$ cat src/rtl/fsmc_sdram_bridge.sv
// -----------------------------------------------------------------------------
// fsmc_sdram_bridge
//
// Bridges a small FSMC-style register window to a request/acknowledge SDRAM
// controller port. The host sets a word address (ADR_LOW/ADR_HIGH), pushes
// write data through DATA (buffered in a write queue), and requests single
// word reads by setting bit0 of an ADR_LOW write. Queued writes are always
// drained before a pending read is issued, so a read after a write returns
// the written data.
//
// Ports
//   i_clk, i_rst          clock, asynchronous active-high reset
//   fsmc_r_adr/r_data     register read address / combinational read data
//   fsmc_do_write         one-cycle register write strobe
//   fsmc_w_adr/w_data     register write address / data
//   o_adv                 request valid towards the SDRAM controller
//   o_rwn                 1 = read, 0 = write
//   o_addr, o_wdata       request word address / write data (held while o_adv)
//   i_ack                 controller accepted the request
//   i_write_done          write completed
//   i_data_valid, i_rdata read data return
//   i_idle                controller initialised and not busy
//
// Register map: 0 ADR_LOW, 1 ADR_HIGH, 2 DATA, 3 STATUS, others read 0.
// -----------------------------------------------------------------------------
module fsmc_sdram_bridge #(
    parameter int DW       = 16,
    parameter int AW       = 8,
    parameter int SAW      = 27,
    parameter int WQ_DEPTH = 4
) (
    input  logic           i_clk,
    input  logic           i_rst,
    input  logic [AW-1:0]  fsmc_r_adr,
    output logic [DW-1:0]  fsmc_r_data,
    input  logic           fsmc_do_write,
    input  logic [AW-1:0]  fsmc_w_adr,
    input  logic [DW-1:0]  fsmc_w_data,
    output logic           o_adv,
    output logic           o_rwn,
    output logic [SAW-1:0] o_addr,
    output logic [DW-1:0]  o_wdata,
    input  logic           i_ack,
    input  logic           i_write_done,
    input  logic           i_data_valid,
    input  logic [DW-1:0]  i_rdata,
    input  logic           i_idle
);

    localparam int PW = (WQ_DEPTH > 1) ? $clog2(WQ_DEPTH) : 1;
    localparam int LW = PW + 1;
    localparam int EW = SAW + DW;
    localparam int HW = SAW - 15;

    localparam logic [AW-1:0]  REG_ADR_LOW  = {AW{1'b0}};
    localparam logic [AW-1:0]  REG_ADR_HIGH = {{(AW-2){1'b0}}, 2'd1};
    localparam logic [AW-1:0]  REG_DATA     = {{(AW-2){1'b0}}, 2'd2};
    localparam logic [AW-1:0]  REG_STATUS   = {{(AW-2){1'b0}}, 2'd3};
    localparam logic [LW-1:0]  LEVEL_FULL   = LW'(WQ_DEPTH);
    localparam logic [LW-1:0]  LEVEL_ONE    = {{(LW-1){1'b0}}, 1'b1};
    localparam logic [PW-1:0]  PTR_ONE      = {{(PW-1){1'b0}}, 1'b1};
    localparam logic [SAW-1:0] ADDR_ONE     = {{(SAW-1){1'b0}}, 1'b1};

    typedef enum logic [2:0] {
        ST_IDLE    = 3'd0,
        ST_ISSUE_W = 3'd1,
        ST_WAIT_W  = 3'd2,
        ST_ISSUE_R = 3'd3,
        ST_WAIT_R  = 3'd4
    } state_t;

    state_t         state_r;
    state_t         state_next_s;
    logic           load_w_s;
    logic           load_r_s;
    logic           read_done_s;

    logic [EW-1:0]  mem_r [WQ_DEPTH];
    logic [PW-1:0]  wr_ptr_r;
    logic [PW-1:0]  rd_ptr_r;
    logic [LW-1:0]  level_r;
    logic [EW-1:0]  head_s;
    logic           empty_s;
    logic           full_s;
    logic           pop_s;
    logic           push_req_s;
    logic           push_ok_s;

    logic [SAW-1:0] addr_r;
    logic [SAW-1:0] addr_next_s;
    logic           rp_r;
    logic           ovf_r;
    logic           autoinc_r;
    logic [DW-1:0]  rdata_r;
    logic           busy_s;

    logic           we_adr_low_s;
    logic           we_adr_high_s;
    logic           we_data_s;
    logic           we_status_s;
    logic [DW-1:0]  rd_mux_s;

    assign we_adr_low_s  = fsmc_do_write && (fsmc_w_adr == REG_ADR_LOW);
    assign we_adr_high_s = fsmc_do_write && (fsmc_w_adr == REG_ADR_HIGH);
    assign we_data_s     = fsmc_do_write && (fsmc_w_adr == REG_DATA);
    assign we_status_s   = fsmc_do_write && (fsmc_w_adr == REG_STATUS);

    assign empty_s    = (level_r == {LW{1'b0}});
    assign full_s     = (level_r == LEVEL_FULL);
    assign head_s     = mem_r[rd_ptr_r];
    assign pop_s      = load_w_s;
    assign push_req_s = we_data_s;
    // A full queue still accepts a push when its head leaves in the same cycle.
    assign push_ok_s  = push_req_s && (!full_s || pop_s);
    assign busy_s     = !empty_s || rp_r || (state_r != ST_IDLE);

    // FSM state register
    always_ff @(posedge i_clk or posedge i_rst) begin
        if (i_rst) begin
            state_r <= ST_IDLE;
        end else begin
            state_r <= state_next_s;
        end
    end

    // FSM next-state and request-load decode; queued writes beat a pending read
    always_comb begin
        state_next_s = state_r;
        load_w_s     = 1'b0;
        load_r_s     = 1'b0;
        read_done_s  = 1'b0;
        case (state_r)
            ST_IDLE: begin
                if (i_idle && !empty_s) begin
                    state_next_s = ST_ISSUE_W;
                    load_w_s     = 1'b1;
                end else if (i_idle && rp_r) begin
                    state_next_s = ST_ISSUE_R;
                    load_r_s     = 1'b1;
                end else begin
                    state_next_s = ST_IDLE;
                end
            end
            ST_ISSUE_W: begin
                if (i_ack) begin
                    state_next_s = ST_WAIT_W;
                end else begin
                    state_next_s = ST_ISSUE_W;
                end
            end
            ST_WAIT_W: begin
                if (i_write_done) begin
                    state_next_s = ST_IDLE;
                end else begin
                    state_next_s = ST_WAIT_W;
                end
            end
            ST_ISSUE_R: begin
                if (i_ack) begin
                    state_next_s = ST_WAIT_R;
                end else begin
                    state_next_s = ST_ISSUE_R;
                end
            end
            ST_WAIT_R: begin
                if (i_data_valid) begin
                    state_next_s = ST_IDLE;
                    read_done_s  = 1'b1;
                end else begin
                    state_next_s = ST_WAIT_R;
                end
            end
            default: begin
                state_next_s = ST_IDLE;
            end
        endcase
    end

    // Request outputs: o_adv follows the next state; fields only load on issue
    always_ff @(posedge i_clk or posedge i_rst) begin
        if (i_rst) begin
            o_adv   <= 1'b0;
            o_rwn   <= 1'b1;
            o_addr  <= {SAW{1'b0}};
            o_wdata <= {DW{1'b0}};
        end else begin
            o_adv <= (state_next_s == ST_ISSUE_W) || (state_next_s == ST_ISSUE_R);
            if (load_w_s) begin
                o_addr  <= head_s[EW-1:DW];
                o_wdata <= head_s[DW-1:0];
                o_rwn   <= 1'b0;
            end else if (load_r_s) begin
                o_addr  <= addr_r;
                o_rwn   <= 1'b1;
            end
        end
    end

    // Write queue storage, pointers and level
    always_ff @(posedge i_clk or posedge i_rst) begin
        if (i_rst) begin
            for (int i = 0; i < WQ_DEPTH; i++) begin
                mem_r[i] <= {EW{1'b0}};
            end
            wr_ptr_r <= {PW{1'b0}};
            rd_ptr_r <= {PW{1'b0}};
            level_r  <= {LW{1'b0}};
        end else begin
            if (push_ok_s) begin
                mem_r[wr_ptr_r] <= {addr_r, fsmc_w_data};
                wr_ptr_r        <= wr_ptr_r + PTR_ONE;
            end
            if (pop_s) begin
                rd_ptr_r <= rd_ptr_r + PTR_ONE;
            end
            case ({push_ok_s, pop_s})
                2'b10:   level_r <= level_r + LEVEL_ONE;
                2'b01:   level_r <= level_r - LEVEL_ONE;
                default: level_r <= level_r;
            endcase
        end
    end

    // Word address update: register writes override; a DATA push and a read
    // completion in the same cycle still advance the address only once
    always_comb begin
        addr_next_s = addr_r;
        if (we_adr_low_s) begin
            addr_next_s = {addr_r[SAW-1:15], fsmc_w_data[15:1]};
        end else if (we_adr_high_s) begin
            addr_next_s = {fsmc_w_data[HW-1:0], addr_r[14:0]};
        end else if (autoinc_r && (push_ok_s || read_done_s)) begin
            addr_next_s = addr_r + ADDR_ONE;
        end else begin
            addr_next_s = addr_r;
        end
    end

    // Control/status registers
    always_ff @(posedge i_clk or posedge i_rst) begin
        if (i_rst) begin
            addr_r    <= {SAW{1'b0}};
            rp_r      <= 1'b0;
            ovf_r     <= 1'b0;
            autoinc_r <= 1'b0;
            rdata_r   <= {DW{1'b0}};
        end else begin
            addr_r <= addr_next_s;
            if (read_done_s) begin
                rp_r    <= 1'b0;
                rdata_r <= i_rdata;
            end else if (we_adr_low_s && fsmc_w_data[0]) begin
                rp_r <= 1'b1;
            end
            if (we_status_s) begin
                autoinc_r <= fsmc_w_data[3];
                if (fsmc_w_data[2]) begin
                    ovf_r <= 1'b0;
                end
            end else if (push_req_s && !push_ok_s) begin
                ovf_r <= 1'b1;
            end
        end
    end

    // Register read mux
    always_comb begin
        rd_mux_s = {DW{1'b0}};
        case (fsmc_r_adr)
            REG_ADR_LOW: begin
                rd_mux_s[15:0] = {addr_r[14:0], busy_s};
            end
            REG_ADR_HIGH: begin
                rd_mux_s[HW-1:0] = addr_r[SAW-1:15];
            end
            REG_DATA: begin
                rd_mux_s = rdata_r;
            end
            REG_STATUS: begin
                rd_mux_s[15:8] = {{(8-LW){1'b0}}, level_r};
                rd_mux_s[3:0]  = {autoinc_r, ovf_r, rp_r, busy_s};
            end
            default: begin
                rd_mux_s = {DW{1'b0}};
            end
        endcase
    end

    assign fsmc_r_data = rd_mux_s;

endmodule

$ cat config.mk
export PLATFORM = sky130hd
export DESIGN_NAME = fsmc_sdram_bridge
export DESIGN_NICKNAME = d
export VERILOG_FILES = /design/src/rtl/fsmc_sdram_bridge.sv
export SDC_FILE = /design/constraint.sdc
export NUM_CORES = 1
export LEC_CHECK = 0
export ABC_AREA = 1
export BUFFER_PORTS_ARGS = -buffer_cell sky130_fd_sc_hd__buf_2
export CORE_AREA = 2 2 195 197
export CTS_CLUSTER_SIZE = 40
export DETAILED_ROUTE_END_ITERATION = 16
export DIE_AREA = 0 0 197 199
export PLACE_DENSITY = 0.53
export SYNTH_ARGS = -nofsm -noshare
export SYNTH_HDL_FRONTEND = slang
export SYNTH_SLANG_ARGS = --single-unit
$ cat constraint.sdc
create_clock -name i_clk -period 7.45 [get_ports i_clk]
set_input_delay 0.3725 -clock i_clk [delete_from_list [all_inputs] [get_ports i_clk]]
set_output_delay 0.3725 -clock i_clk [all_outputs]
set_load 0.01 [all_outputs]
==> reports/metrics.csv, run 1 <==
metric,value,unit
worst_hold_startpoint,i_rdata[12],
cts-root-buf,clkbuf_16,
run_status,finished clean,
place_hpwl,24600,µm
path_clk_slew,60,ps
place.gp.congestion,0.898,
start_util,34.6,%
tritoncts,yes,
main_combinational_cell_family_by_area_after_synthesis,simple AND/OR/NAND/NOR gates,
worst_setup_path_start_kind,flop,
yosys.area_share.simple,23.3,%
seq_area_frac_synth,53.2,%
clock_insertion_delay_worst_skew,560,ps
totalNegativeSetupSlack,0,ps
mappedNetlistNets,1645,
grt_pass1_vias,10500,
grt-ovfl-total,0,
fill_cells,3869,
clock_tree.buffer_depth,3,
hold-worst-slack,17.9,ps
floorplan.die.height,199,µm
synth_top_cell_by_area,dfrtp_1,
initialDrtViolationCount,738,
io_buffers,115,
maxClockFrequency,383,MHz
synth_xor_area_share,1.09,%
mostFrequentLayoutCell,nand2_1,
i_o_pin_cnt,116,
htree_levels,1,
mean_area_per_synthesized_cell,8.10,µm²
synth_top_area_share,53.0,%
number_of_buffers_added_for_setup_after_cts,0,
floorplan.die_area,0.0392,mm²
critPathCaptureType,flop,
yosys-top-cells-area,"dfrtp_1 (53%), nand2_1 (15%), o21ai_1 (6.6%)",
synth-async-reset-ratio,100,%
worst_hold_path_type,in -> reg,
wl_per_cell,17.8,µm
fin_nets,1721,
grt_max_degree,87,
area_growth_synth_to_finish,14.6,%
synth-edff-count,0,
wl,38400,µm
via_per_inst,5.04,
cp.arrival,3070,ps
timing_worst_setup_path_type,reg -> reg,
synthFlopType,dfrtp_1,
die_x,197,µm
synthesis.yosys.warnings,0,
antenna_violations_before_repair,0,
drt_first_pass_iters,5,
timing.critical_path.fanout_max,64,
setup_viol_count_final,0,
reg2reg_from,level_r[0],
synth_seq_cells,273,
routed-via-count,10900,
drv_cap,0,
cp-startpoint,level_r[0],
timing.final.max_slew_violations,0,
postSynthCellCount,1584,
antennaDiodeCount,0,
postRouteAntennaNets,0,
track_usage,19.9,%
finalCritPeriodShare,35.0,%
drc_errors,0,
synth.mux.area_fraction,0,%
cp.required,7910,ps
final_cell_mix,"nand2_1 (499), dfrtp_1 (271), o21ai_1 (168)",
cellPowerDensity,315,mW/mm²
synth-compound-area-share,15.2,%
synthAdderAreaFrac,0.644,%
timing.max_slew.rel_slack,22.1,%
netlist-cell-type-count,38,
mappedNetlistArea,0.0128,mm²
post_route_cells_drive_above_1_share,12.1,%
leakage,6.88,nW
worst-slew-pin-transition,1170,ps
rsz0062_at_grt,false,
std_cell_rows,71,
final-hold-violation-count,0,
core-area,0.0371,mm²
peakVddDrop,0.186,mV
fin_worst_skew,8.23,ps
clkSinkCount,273,
grt_first_pass_wirelength,61000,µm
timing.final.crit_period,2610,ps
cts_inserted_buffers,31,
path summary, 6_finish.rpt:
| check | slack, ps | depth (start not counted) | to |
|---|---|---|---|
| max in group asynchronous | 5810 | 4 | wr_ptr_r[1] |
| max | 4840 | 9 | o_addr[20] |
| max reg2reg | 4840 | 9 | o_addr[20] |
| min | 20 | 3 | rdata_r[12] |
| min in group asynchronous | 90 | 3 | mem_r[100] |
| min reg2reg | 470 | 1 | level_r[0] |
Yosys cell counts (2+ instances only):
cell type,n
a21oi_1,30
nand2_2,11
ha_1,5
o21ai_0,97
clkbuf_1,42
nand4_1,8
buf_6,6
o2111ai_1,6
a31oi_1,16
buf_4,10
nor2_1,119
inv_1,103
o221ai_1,5
nand3_1,85
o21ai_1,168
dfrtp_1,272
buf_2,20
xor2_1,15
clkinv_1,3
nand3_4,2
o22ai_1,10
nand2_1,499
nor2_4,3
buf_1,8
o211ai_1,28
layout make-up:
type                            count  area (µm²)  share of cell area (%)
Clock buffer                       48         930                    6.32
Clock inverter                      7        85.1                   0.579
Inverter                          108         412                    2.80
Multi-Input combinational cell   1117        5160                    35.1
Sequential cell                   273        6840                    46.5
Tap cell                          474         593                    4.03
Timing Repair Buffer              129         683                    4.65
stage by stage:
| stage | power, mW | setup WS (ps) | instances | util, % | area [µm²] |
|---|---|---|---|---|---|
| after floorplan | 2.71 | 3470 | 1584 | - | 12800 |
| after global placement | 3.15 | 4750 | 2100 | 36.8 | 13700 |
| after detailed placement | 3.16 | 4750 | 2100 | 36.8 | 13700 |
| after CTS | 4.70 | 4720 | 2156 | 39.6 | 14700 |
| after global routing | 4.93 | 4550 | 2156 | 39.6 | 14700 |
| final | 4.63 | 4840 | 2156 | 39.6 | 14700 |
repair_timing:
action,CTS,global route
hold buffers,1,0
gates resized for setup,0,0
endpoints found under the hold margin,1,0
registers in the layout, indices dropped and copies added (netlist names):
name,flops
addr_r,27
autoinc_r,1
level_r,3
mem_r,172
o_addr,27
o_adv,1
o_rwn,1
o_wdata,16
ovf_r,1
rd_ptr_r,2
rdata_r,16
rp_r,1
state_r,3
wr_ptr_r,2
where the power goes:
group | switching, mW | total, mW | internal, mW
registers | 0.218 | 1.91 | 1.69
clock network | 0.604 | 1.52 | 0.916
logic | 0.797 | 1.21 | 0.410
total | 1.62 | 4.63 | 3.01
per-layer routing:
layer | vias to the layer above | wire, µm | track usage, %
met5 | - | 0 | 0
met4 | 0 | 767 | 5.49
met3 | 58 | 1700 | 2.31
met2 | 248 | 17200 | 31.3
met1 | 5215 | 18700 | 29.0
li1 | 5342 | - | -
critical path, stage by stage, from the launching register on:
cell and delay, ps:
dfrtp_1 380, inv_1 120, nand2_1 90, nor2_1 330, nor2_4 60, buf_4 350
nor2_2 570, buf_4 400, nand2_1 90, o211ai_1 110
cells by family (layout without fill, tap and decap cells):
group / count (synthesis) / in the layout
and+or+nand+nor: 734 / 734
AOI/OAI and AO/OA: 361 / 361
DFF: 273 / 273
buffers and inverters: 194 / 292
xor gates and xnor gates: 16 / 16
adders and majority gates: 6 / 6
Power figures use the tool's default switching activity.
==> inputs of run 2 (changes only) <==
PLACE_DENSITY = 0.51   (was 0.53)
clock period = 2.56 ns   (was 7.45 ns; I/O delays follow)
==> run 2 against run 1 <==
Flip-flop and latch count unchanged. Highest routed layer unchanged. Utilization grew 2.1 points. Critical path depth decreased by 2. Power rose to 3.0 times the previous value. Final area up 5.2%.
==> reports/metrics.csv, run 2 (synthesized netlist as in run 1, its figures left out) <==
metric,value,unit,change
drc_errors,0,,unchanged
cp.required,2430,ps,-5480 ps
grt-ovfl-total,0,,unchanged
timing_worst_setup_path_type,reg -> out,,
routed-via-count,11100,,+2.1%
tritoncts,yes,,
final_cell_mix,"nand2_1 (499), dfrtp_1 (271), o21ai_1 (168)",,
track_usage,20.5,%,+0.64 points
fin_worst_skew,21.2,ps,+13.0 ps
largest_register_ff_count,172,,unchanged
postRouteAntennaNets,0,,unchanged
fill_cells,3818,,-1.3%
place_hpwl,25800,µm,+4.7%
mostFrequentLayoutCell,nand2_1,,
grt_first_pass_wirelength,62300,µm,+2.2%
gr-usage-met1,29.3,%,+0.30 points
reg_top3,"mem_r x172, addr_r x27, o_addr x27",,
via_per_inst,5.01,,-0.56%
maxClockFrequency,479,MHz,
timing.max_slew.rel_slack,58.2,%,+36 points
run_status,finished clean,,
rsz0062_at_grt,false,,
post_route_cells_drive_above_1_share,12.9,%,+0.80 points
cts-root-buf,clkbuf_16,,
leakage,7.22,nW,+5.0%
antenna_violations_before_repair,0,,unchanged
floorplan.die_area,0.0392,mm²,unchanged
antennaDiodeCount,0,,unchanged
final-hold-violation-count,0,,unchanged
cp.arrival,1960,ps,-1110 ps
worst-slew-pin-transition,627,ps,-540 ps
htree_levels,2,,+1
grt_use_met2,32.0,%,+0.68 points
worst_hold_path_type,in -> reg,,
globalRoute.busiestLayer,met2,,
clock_insertion_delay_worst_skew,530,ps,-30 ps
worst_setup_path_start_kind,flop,,
io_buffers,115,,unchanged
timing.critical_path.fanout_max,3,,-95%
floorplan.die.height,199,µm,unchanged
multiInputGateArea,0.00516,mm²,unchanged
drt_first_pass_iters,5,,unchanged
grt_max_degree,116,,+33%
path_clk_slew,60,ps,about the same
timing.final.crit_period,2090,ps,
core-area,0.0371,mm²,unchanged
critPathCaptureType,primary output,,
finalCritPeriodShare,81.5,%,
clkSinkCount,273,,unchanged
fin_nets,1778,,+3.3%
drv_cap,0,,unchanged
area_growth_synth_to_finish,20.5,%,
totalPowerFinal,14.1,mW,+200%
grt_pass1_vias,10800,,+2.6%
cts_resized,0,,unchanged
post-place-cells,2120,,+0.95%
cts_inserted_buffers,34,,+9.7%
timing.final.max_slew_violations,0,,unchanged
wl_per_cell,17.7,µm,-0.46%
place.gp.congestion,0.870,,-3.1%
finalNonFillerCells,2214,,+2.7%
initialDrtViolationCount,702,,-4.9%
cellPowerDensity,912,mW/mm²,+190%
area.sequential,0.00684,mm²,unchanged
peakVddDrop,0.447,mV,+140%
clock_tree.buffer_depth,3,,unchanged
die_x,197,µm,unchanged
i_o_pin_cnt,116,,unchanged
largest_register,mem_r,,
start_util,34.6,%,unchanged
std_cell_rows,71,,unchanged
use_met3,3.36,%,+1.1 points
setup_viol_count_final,0,,unchanged
wl,39300,µm,+2.2%
[run 2: report_power, final]
group / internal [mW] / switching [mW]
combinational: 1.40 / 2.58
clock: 2.87 / 1.90
sequential: 4.93 / 0.434
[run 2: path summary, 6_finish.rpt]
kind / startpoint / end / slack, ps / cells past startpoint
worst max-delay path: level_r[0] / fsmc_r_data[0] / 470 / 7
worst min-delay path: fsmc_w_data[1] / mem_r[130] / 20 / 3
worst max register to register: state_r[1] / mem_r[167] / 540 / 9
worst min register to register: level_r[0] / level_r[0] / 470 / 1
max in group asynchronous: i_rst / mem_r[11] / 1400 / 5
min in group asynchronous: i_rst / mem_r[42] / 220 / 3
[run 2: routing by layer]
layer,vias up,routed length [µm]
met2,292,17500
met5,-,0
met4,0,876
li1,5465,-
met1,5283,18900
met3,53,2010
[run 2: area by class of cell]
class	count	share of cell area [%]
Sequential cell	273	44.2
Multi-Input combinational cell	1117	33.4
Timing Repair Buffer	183	8.80
Clock buffer	51	6.37
Tap cell	474	3.83
Inverter	108	2.66
Clock inverter	8	0.744
[run 2: what timing repair did]
item,in CTS,in global routing
hold endpoints to repair,63,0
buffers inserted,0,0
hold buffers,35,0
setup endpoints to repair,0,0
[run 2: metrics by stage]
stage / TNS, ps / worst slack (ps) / utilization [%] / hold WS, ps / instance area, µm²
after CTS: 0 / 438 / 41.7 / 0.389 / 15500
after global routing: 0 / 311 / 41.7 / 28.5 / 15500
after detailed placement: 0 / 531 / 37.7 / 215 / 14000
after floorplan: -320250 / -1180 / - / 235 / 12800
after global placement: 0 / 602 / 37.7 / 225 / 14000
final: 0 / 474 / 41.7 / 18.3 / 15500
[run 2: critical path: stages, from the launching register on]
cell and delay, ps:
dfrtp_1 380, inv_1 120, nand2_1 80, nor2_1 260
nand4_1 170, o21ai_0 140, o211ai_1 130, buf_2 160
